### config.mk
export PLATFORM = sky130hd
export DESIGN_NAME = shared_reg_arbiter_flat
export DESIGN_NICKNAME = d
export VERILOG_FILES = /design/src/rtl/shared_reg_arbiter_if.sv /design/src/rtl/shared_reg_arbiter.sv /design/src/flat_wrapper.sv
export SDC_FILE = /design/constraint.sdc
export NUM_CORES = 1
export LEC_CHECK = 0
export ABC_AREA = 1
export CAP_MARGIN = 20
export CELL_PAD_IN_SITES_DETAIL_PLACEMENT = 0
export CELL_PAD_IN_SITES_GLOBAL_PLACEMENT = 1
export CORE_MARGIN = 2
export CORE_UTILIZATION = 28
export CTS_CLUSTER_SIZE = 14
export DETAILED_ROUTE_END_ITERATION = 8
export PLACE_DENSITY_LB_ADDON = 0.1
export SETUP_SLACK_MARGIN = 0.1
export SLEW_MARGIN = 20
export SYNTH_ARGS = -nofsm -noshare
export SYNTH_HDL_FRONTEND = slang
export SYNTH_SLANG_ARGS = --single-unit
### constraint.sdc
create_clock -name clk -period 1.98 [get_ports clk]
set_input_delay 0.198 -clock clk [delete_from_list [all_inputs] [get_ports clk]]
set_output_delay 0.198 -clock clk [all_outputs]
set_load 0.01 [all_outputs]
### src/rtl/shared_reg_arbiter_if.sv
// ---------------------------------------------------------------------------
// shared_reg_arbiter_if
//
// Purpose : bundles the request/acknowledge bus and the LED-side outputs of
//           shared_reg_arbiter so that requesters and the arbiter share one
//           declaration.
//
// Handshake: requester i raises req[i] with its byte on data[i*N +: N] and
//           holds both until it sees ack[i] (a registered one-cycle pulse),
//           then drops req[i] on the following cycle. A req still high after
//           its ack counts as a fresh request; a req withdrawn before the
//           arbiter samples it is never served.
//
// Signals :
//   req       [M-1:0]    request lines, one per requester
//   data      [M*N-1:0]  packed request data, requester i at [i*N +: N]
//   ack       [M-1:0]    one-hot pulse to the requester just loaded
//   leds      [N-1:0]    current contents of the shared capture register
//   grant_id  [GW-1:0]   index of the last granted requester
//   busy                 high while the arbiter is in its hold-off window
//   dbg_state            raw FSM state bit (0 = IDLE, 1 = HOLD)
//
// Modports: master = requester/LED side, slave = arbiter.
// ---------------------------------------------------------------------------
interface shared_reg_arbiter_if #(
   parameter int N = 8,
   parameter int M = 4
);
   localparam int GW = (M > 1) ? $clog2(M) : 1;

   logic [M-1:0]   req;
   logic [M*N-1:0] data;
   logic [M-1:0]   ack;
   logic [N-1:0]   leds;
   logic [GW-1:0]  grant_id;
   logic           busy;
   logic           dbg_state;

   modport master (
      output req, data,
      input  ack, leds, grant_id, busy, dbg_state
   );

   modport slave (
      input  req, data,
      output ack, leds, grant_id, busy, dbg_state
   );
endinterface

### src/rtl/shared_reg_arbiter.sv
// ---------------------------------------------------------------------------
// shared_reg_arbiter
//
// Purpose : arbitrates M requesters for one shared N-bit capture register and
//           drives the register onto the board LEDs. After each load the
//           value is held for HOLD_CYCLES cycles before any new grant.
//
// Ports   :
//   clk    rising-edge clock
//   reset  synchronous, active-high reset
//   bus    shared_reg_arbiter_if.slave (req/data in; ack/leds/grant_id/
//          busy/dbg_state out)
//
// Configuration macro:
//   ARB_FIXED_PRIO_EN  defined   -> lowest set req index always wins, no
//                                   round-robin pointer exists
//                      undefined -> round-robin starting at ptr (default)
// ---------------------------------------------------------------------------
module shared_reg_arbiter #(
   parameter int N           = 8,
   parameter int M           = 4,
   parameter int HOLD_CYCLES = 4
) (
   input  logic                 clk,
   input  logic                 reset,
   shared_reg_arbiter_if.slave  bus
);
   localparam int GW = (M > 1) ? $clog2(M) : 1;
   localparam int HW = (HOLD_CYCLES > 1) ? $clog2(HOLD_CYCLES) : 1;

   typedef enum logic {
      IDLE = 1'b0,
      HOLD = 1'b1
   } state_t;

   state_t          state_q, state_d;
   logic [N-1:0]    leds_q, leds_d;
   logic [M-1:0]    ack_q, ack_d;
   logic [GW-1:0]   grant_q, grant_d;
   logic [HW-1:0]   hold_q, hold_d;

   logic            any_req;
   logic [GW-1:0]   win;
   logic [N-1:0]    win_data;

`ifndef ARB_FIXED_PRIO_EN
   logic [GW-1:0]   ptr_q, ptr_d;
   logic [GW-1:0]   hi_win, lo_win;
   logic            hi_found;
`endif

   assign any_req = |bus.req;

   // Winner selection
`ifdef ARB_FIXED_PRIO_EN
   // Descending scan so the lowest set index is the last one written.
   always_comb begin
      win = '0;
      for (int k = M - 1; k >= 0; k--) begin
         if (bus.req[k]) win = GW'(k);
      end
   end
`else
   // Round-robin: the lowest set index at or above ptr wins; if there is none
   // the scan wraps, which is simply the lowest set index overall.
   always_comb begin
      hi_win   = '0;
      lo_win   = '0;
      hi_found = 1'b0;
      for (int k = M - 1; k >= 0; k--) begin
         if (bus.req[k]) begin
            lo_win = GW'(k);
            if (GW'(k) >= ptr_q) begin
               hi_win   = GW'(k);
               hi_found = 1'b1;
            end
         end
      end
      win = hi_found ? hi_win : lo_win;
   end
`endif

   // Data mux keyed on the winner; a constant-index loop keeps the selects
   // static.
   always_comb begin
      win_data = '0;
      for (int k = 0; k < M; k++) begin
         if (GW'(k) == win) win_data = bus.data[k*N +: N];
      end
   end

   // Next-state and register-update logic
   always_comb begin
      state_d = state_q;
      leds_d  = leds_q;
      ack_d   = '0;
      grant_d = grant_q;
      hold_d  = hold_q;
`ifndef ARB_FIXED_PRIO_EN
      ptr_d   = ptr_q;
`endif
      unique case (state_q)
         IDLE: begin
            if (any_req) begin
               leds_d  = win_data;
               grant_d = win;
               hold_d  = HW'(HOLD_CYCLES - 1);
               state_d = HOLD;
               for (int k = 0; k < M; k++) begin
                  ack_d[k] = (GW'(k) == win);
               end
`ifndef ARB_FIXED_PRIO_EN
               ptr_d = (win == GW'(M - 1)) ? '0 : win + 1'b1;
`endif
            end
         end
         HOLD: begin
            // Requests are ignored here; the last HOLD cycle is the one that
            // sees hold_q == 0, so a pending req is served on the very next
            // cycle with no bubble.
            if (hold_q == '0) state_d = IDLE;
            else              hold_d  = hold_q - 1'b1;
         end
         default: state_d = IDLE;
      endcase
   end

   always_ff @(posedge clk) begin
      if (reset) begin
         state_q <= IDLE;
         leds_q  <= '0;
         ack_q   <= '0;
         grant_q <= '0;
         hold_q  <= '0;
`ifndef ARB_FIXED_PRIO_EN
         ptr_q   <= '0;
`endif
      end else begin
         state_q <= state_d;
         leds_q  <= leds_d;
         ack_q   <= ack_d;
         grant_q <= grant_d;
         hold_q  <= hold_d;
`ifndef ARB_FIXED_PRIO_EN
         ptr_q   <= ptr_d;
`endif
      end
   end

   assign bus.leds      = leds_q;
   assign bus.ack       = ack_q;
   assign bus.grant_id  = grant_q;
   assign bus.busy      = (state_q == HOLD);
   assign bus.dbg_state = state_q;

endmodule
### src/flat_wrapper.sv
// flat-port wrapper written by rule: the top's interface ports become plain ports
module shared_reg_arbiter_flat 
#(
   parameter int N           = 8,
   parameter int M           = 4,
   parameter int HOLD_CYCLES = 4
)
  (clk, reset, bus_req, bus_data, bus_ack, bus_leds, bus_grant_id, bus_busy, bus_dbg_state);
  shared_reg_arbiter_if #(.N(N), .M(M)) bus_i ();
  input  logic clk;
  input  logic reset;
  input wire logic [$bits(bus_i.req)-1:0] bus_req;
  input wire logic [$bits(bus_i.data)-1:0] bus_data;
  output wire logic [$bits(bus_i.ack)-1:0] bus_ack;
  output wire logic [$bits(bus_i.leds)-1:0] bus_leds;
  output wire logic [$bits(bus_i.grant_id)-1:0] bus_grant_id;
  output wire logic [$bits(bus_i.busy)-1:0] bus_busy;
  output wire logic [$bits(bus_i.dbg_state)-1:0] bus_dbg_state;
  assign bus_i.req = bus_req;
  assign bus_i.data = bus_data;
  assign bus_ack = bus_i.ack;
  assign bus_leds = bus_i.leds;
  assign bus_grant_id = bus_i.grant_id;
  assign bus_busy = bus_i.busy;
  assign bus_dbg_state = bus_i.dbg_state;
  shared_reg_arbiter #(.N(N), .M(M), .HOLD_CYCLES(HOLD_CYCLES)) u_core (.clk(clk), .reset(reset), .bus(bus_i));
endmodule
==> reports/results.tsv, run 1 <==
stage	metric	value	unit
status	outcome	completed	
yosys	post-synthesis sequential element count	19	
sta	Max Freq	0.552	GHz
power_and_ir_drop	Power Density	724	nW/µm²
route	drt pass-1 iters	4	
cts	# clock sinks	19	
yosys	syn_area_per_cell	7.00	µm²
critical_path	Worst R2R Path Depth	13	
global_routing	largest net degree at the start of global routing	21	
route	vias after detailed routing	1286	
cts	TritonCTS clock tree	built	
placement	Placed Area	1820	µm²
cts	CTS Buf Count	3	
die	Top Ports	54	
cts	root buffer cell	clkbuf_8	
cts	clock slew at the register clock pins of the worst setup and hold paths	70	ps
route	wire per inst	11.9	µm
power_and_ir_drop	Tot Pwr	1.53	mW
finish	Final Util	52.4	%
finish	Multi-input gate area	805	µm²
yosys	post-synthesis sequential area ratio	32.1	%
global_routing	initial antenna violation count	0	
global_routing	vias in the first global route	1272	
finish	NumNets Final	287	
critical_path	worst-path fanout max	4	
yosys	FFs w/ async S/R, synth	0	%
placement	routability cong.	0.775	
yosys	post-synthesis cell count	169	
die	Die Wd	69.0	µm
sta	setup tns final	0	ps
yosys	distinct cell type count after synthesis	24	
finish	fillers	398	
sta	final hold vios	0	
cts	Clock Latency Late Sink	250	ps
cts	Max clock buf depth	2	
finish	Design Area, Final	2110	µm²
route	vias per inst	4.39	
power_and_ir_drop	maximum vdd drop	0.402	mV
placement	dpl cells	279	
yosys	EDFF count, synth	0	
hold_path	worst hold path type	register to register	
yosys	Post-Synthesis Net Count	212	
critical_path	Critical Path End Type	register	
critical_path	CP required	2130	ps
die	core area	4030	µm²
die	Starting Density	29.4	%
sta	Final Setup Violations	0	
route	Initial DRC Count	18	
route	# DRC	0	
sta	Final Critical Period	1810	ps
placement	hpwl dp	2570	µm
route	antenna-violating nets left	0	
critical_path	Crit Path Class	register to register	
die	die area	4760	µm²
hold_path	hold path cells	2	
global_routing	total grt overflow	0	
placement	Placement Setup Slack	-400	ps
finish	sequential cell area	388	µm²
finish	P&R area growth vs syn	78.3	%
sta	final period utilization	91.5	%
sta	Hold Slack	534	ps
route	drt total wl	3490	µm
sta	RSZ-0062 raised after global routing	yes	
finish	fraction of layout cells with a size suffix above 1	33.7	%
die	die height	69.0	µm
yosys	yosys warns	0	
finish	Non-Filler Instances	293	
sta	Final WS setup	169	ps
power_and_ir_drop	Leakage	0.906	nW
sta	Worst Tran Pin Value	313	ps
cts	Post-CTS Hold Buffers	0	
critical_path	Arrival @ worst endpoint	1960	ps
global_routing	first-pass GRT wire length	5580	µm
finish	most frequent cells in the layout	clkdlybuf4s50_1, nand2_1, nor2_1	
job	max_cap viols	0	
yosys	Synth Flop Type	dfxtp_1	
global_routing	GRT Util Overall	14.3	%
die	FP Rows	23	
sta	clock skew	3.16	ps
finish	Antenna diodes	0	
sta	Slew Limit Headroom	79.1	%
finish	most common cell after layout, fill and taps aside	clkdlybuf4s50_1	
sta	Slew Limit Fails	0	
critical_path	CP Launch Type	register	
cts	H-Tree Depth	1	
yosys	mapped cell area	1180	µm²
placement	IO buf count	53	
==> path summary, 6_finish.rpt <==
path / startpoint / end / slack, ps
setup / recovery: u_core.ptr_q[1] / u_core.bus.leds[3] / 170
setup reg to reg: u_core.ptr_q[1] / u_core.bus.leds[3] / 170
hold reg to reg: u_core.ptr_q[0] / u_core.ptr_q[0] / 530
hold / removal: u_core.ptr_q[0] / u_core.ptr_q[0] / 530
==> worst max-delay path: stages, from the launching register on <==
cell	delay [ps]
dfxtp_4	400
nand2_4	60
a21oi_4	170
nand3_2	110
nand2_4	100
inv_2	60
ha_4	190
buf_4	160
a21oi_2	110
nand2_1	70
o21ai_1	80
nor2_1	60
nor2_1	110
nor2_1	40
==> sequential cells by signal, indices dropped and copies added, names as in the netlist <==
register and count:
u_core.ptr_q 2, u_core.bus.ack 4, u_core.bus.leds 8, u_core.bus.busy 1, u_core.hold_q 2, u_core.bus.grant_id 2
==> synthesized netlist by cell type, types with 2 or more instances <==
library cell  instances  area [µm²]
a21oi_1              17        85.1
buf_4                 2        15.0
buf_6                 2        22.5
dfxtp_1              19         380
ha_1                  5        62.6
inv_1                14        52.6
inv_2                 2        7.51
nand2_1              34         128
nand2_2               9        56.3
nand2_4               2        22.5
nand3_1               2        10.0
nor2_1               32         120
o21ai_0               8        40.0
o21ai_1               4        20.0
o21ai_2               8        70.1
==> power breakdown <==
group / switching (mW) / leakage [nW] / internal, mW
combinational: 0.369 / 0.722 / 0.411
clock: 0.130 / 0.0255 / 0.140
sequential: 0.0414 / 0.158 / 0.439
==> repair_timing <==
item                                    CTS  global route
gates resized for setup                  12            41
buffers inserted                          5             5
pin swaps                                 5            21
endpoints found under the setup margin    8             9
==> cell families after synthesis <==
logic type | after synthesis | synth area share (%)
AOI/OAI and AO/OA | 39 | 19.5
adders and majority gates | 5 | 5.29
buffers and inverters | 24 | 11.6
DFF | 19 | 32.1
and+or+nand+nor | 82 | 31.5
==> layout make-up <==
type                    count  share of cell area (%)
clock buffers               3                    1.96
well taps                  50                    2.96
multi-input cells         126                    38.1
clock inverters             1                   0.237
flip-flops and latches     19                    18.4
inverters                  17                    3.26
repair buffers             77                    35.1
==> routing by layer <==
layer / up-vias / share of wire (%) / track usage [%]
met3: 2 / 4.1 / 3.80
met2: 27 / 53 / 27.6
met5: - / 0 / 0
li1: 681 / - / -
met1: 576 / 42 / 14.7
met4: 0 / 0.95 / 4.79
Power figures use the tool's default switching activity.
==> inputs of run 2 (changes only) <==
SKIP_LAST_GASP = 1   (was default)
SLEW_MARGIN = default   (was 20)
==> results of run 2 <==
No change in the layout: final DEF, timing and power equal those of run 1.
==> inputs of run 3 (changes only) <==
SKIP_CTS_REPAIR_TIMING = 1   (was default)
==> reports/results.tsv, run 3 (synthesis results as in run 1) <==
stage	metric	value	unit	change
status	outcome	completed		
global_routing	first-pass GRT wire length	5460	µm	-2.1%
critical_path	crit-path cells	nand2_4 > a21oi_4 > nand3_2 > nand2_2 > inv_1 > buf_4 > ha_1 > buf_12 > nand2_1 > o21ai_2 > nor2_1 > nor2_1		
route	drt total wl	3450	µm	-1.1%
critical_path	slowest CP cell	dfxtp_4		
cts	H-Tree Depth	1		unchanged
finish	most common cell after layout, fill and taps aside	clkdlybuf4s50_1		
route	vias per inst	4.40		+0.26%
global_routing	GRT Util Overall	14.0	%	-0.36 points
global_routing	largest net degree at the start of global routing	21		unchanged
die	FP Rows	23		unchanged
critical_path	CP Launch Type	register		
route	vias after detailed routing	1263		-1.8%
sta	RSZ-0062 raised after global routing	yes		
critical_path	Crit Path Class	register to register		
cts	Max clock buf depth	2		unchanged
global_routing	GR peak layer	met2		
die	die area	4760	µm²	unchanged
global_routing	initial antenna violation count	0		unchanged
critical_path	CP required	2130	ps	about the same
placement	hpwl dp	2570	µm	unchanged
hold_path	worst hold path type	register to register		
route	drt pass-1 iters	4		unchanged
global_routing	met2 usage	26.8	%	-0.75 points
die	Starting Density	29.4	%	unchanged
job	max_cap viols	0		unchanged
die	Top Ports	54		unchanged
finish	P&R area growth vs syn	71.6	%	
sta	final hold vios	0		unchanged
die	die height	69.0	µm	unchanged
cts	Clock Latency Late Sink	250	ps	about the same
global_routing	met1 Resource Use GR	14.3	%	-0.45 points
finish	fraction of layout cells with a size suffix above 1	29.5	%	-4.2 points
placement	routability cong.	0.775		unchanged
placement	IO buf count	53		unchanged
global_routing	total grt overflow	0		unchanged
finish	Final Util	50.4	%	-2.0 points
critical_path	worst-path fanout max	8		+4
sta	clock skew	5.55	ps	+2.38 ps
finish	Antenna diodes	0		unchanged
route	# DRC	0		unchanged
power_and_ir_drop	maximum vdd drop	0.375	mV	-6.7%
global_routing	vias in the first global route	1261		-0.86%
sta	Slew Limit Headroom	79.1	%	about the same
route	Initial DRC Count	24		+6
critical_path	worst stage delay on the critical path	390	ps	about the same
finish	max reg flops	8		unchanged
cts	root buffer cell	clkbuf_8		
critical_path	CP most frequent cell	nor2_1		
die	Die Wd	69.0	µm	unchanged
power_and_ir_drop	Power Density	722	nW/µm²	-0.41%
sta	Final Critical Period	1880	ps	+66.2 ps
cts	CTS Buf Count	3		unchanged
power_and_ir_drop	Leakage	0.887	nW	-2.1%
cts	clock slew at the register clock pins of the worst setup and hold paths	70	ps	about the same
cts	TritonCTS clock tree	built		
route	wire per inst	12.0	µm	+1.0%
sta	Final WS setup	102	ps	-66.2 ps
sta	Final Setup Violations	0		unchanged
critical_path	Critical Path End Type	register		
global_routing	met3 GRT Util	3.80	%	unchanged
sta	Slew Limit Fails	0		unchanged
sta	Worst Tran Pin Value	314	ps	+0.544 ps
sta	final period utilization	94.8	%	+3.3 points
die	core area	4030	µm²	unchanged
critical_path	Arrival @ worst endpoint	2030	ps	+70 ps
finish	NumNets Final	281		-2.1%
finish	most frequent cells in the layout	clkdlybuf4s50_1, nand2_1, nor2_1		
route	antenna-violating nets left	0		unchanged
sta	Max Freq	0.533	GHz	-3.5%
placement	Placement Setup Slack	-400	ps	unchanged
cts	# clock sinks	19		unchanged
[run 3: stage by stage]
stage | power [mW] | instance area, µm² | std cells | hold WS (ps) | setup TNS, ps
after CTS | 1.38 | 1870 | 283 | 519 | -839
after global routing | 1.58 | 2030 | 287 | 556 | -135
final | 1.47 | 2030 | 287 | 540 | 0
after floorplan | 0.836 | 1180 | 169 | 267 | 0
after detailed placement | 1.10 | 1820 | 279 | 504 | -3190
after global placement | 1.09 | 1820 | 279 | 485 | -2520
[run 3: layer usage]
layer  up-vias  part of all wire [%]
li1        667                     -
met1       567                    39
met2        27                    55
met3         2                   4.7
met4         0                  0.96
met5         -                     0
[run 3: final cells by class]
type	instances	area (µm²)
fill	399	2000
clock buffer	3	41.3
sequential	19	388
inverter	17	68.8
multi-input combinational	126	764
clock inverter	1	5.00
tap	50	62.6
timing repair buffer	71	701
[run 3: final timing paths]
check                  endpoint  cells after the start             from  slack [ps]
max          u_core.bus.leds[7]                     12  u_core.ptr_q[0]         100
min             u_core.ptr_q[0]                      2  u_core.ptr_q[0]         540
max reg2reg  u_core.bus.leds[7]                     12  u_core.ptr_q[0]         100
min reg2reg     u_core.ptr_q[0]                      2  u_core.ptr_q[0]         540
[run 3: report_power, final]
group / leakage [nW] / total [mW] / internal, mW / switching, mW
Sequential: 0.158 / 0.479 / 0.439 / 0.0404
Combinational: 0.703 / 0.717 / 0.372 / 0.346
Clock: 0.0255 / 0.268 / 0.140 / 0.129
Total: 0.887 / 1.47 / 0.950 / 0.515
[run 3: critical path: cells and delay by family (launching register included)]
family,cells,cell delay [ps]
fa+ha+maj,1,220
simple gates,6,540
compound gates,2,250
buf+inv,3,380
flops,1,390
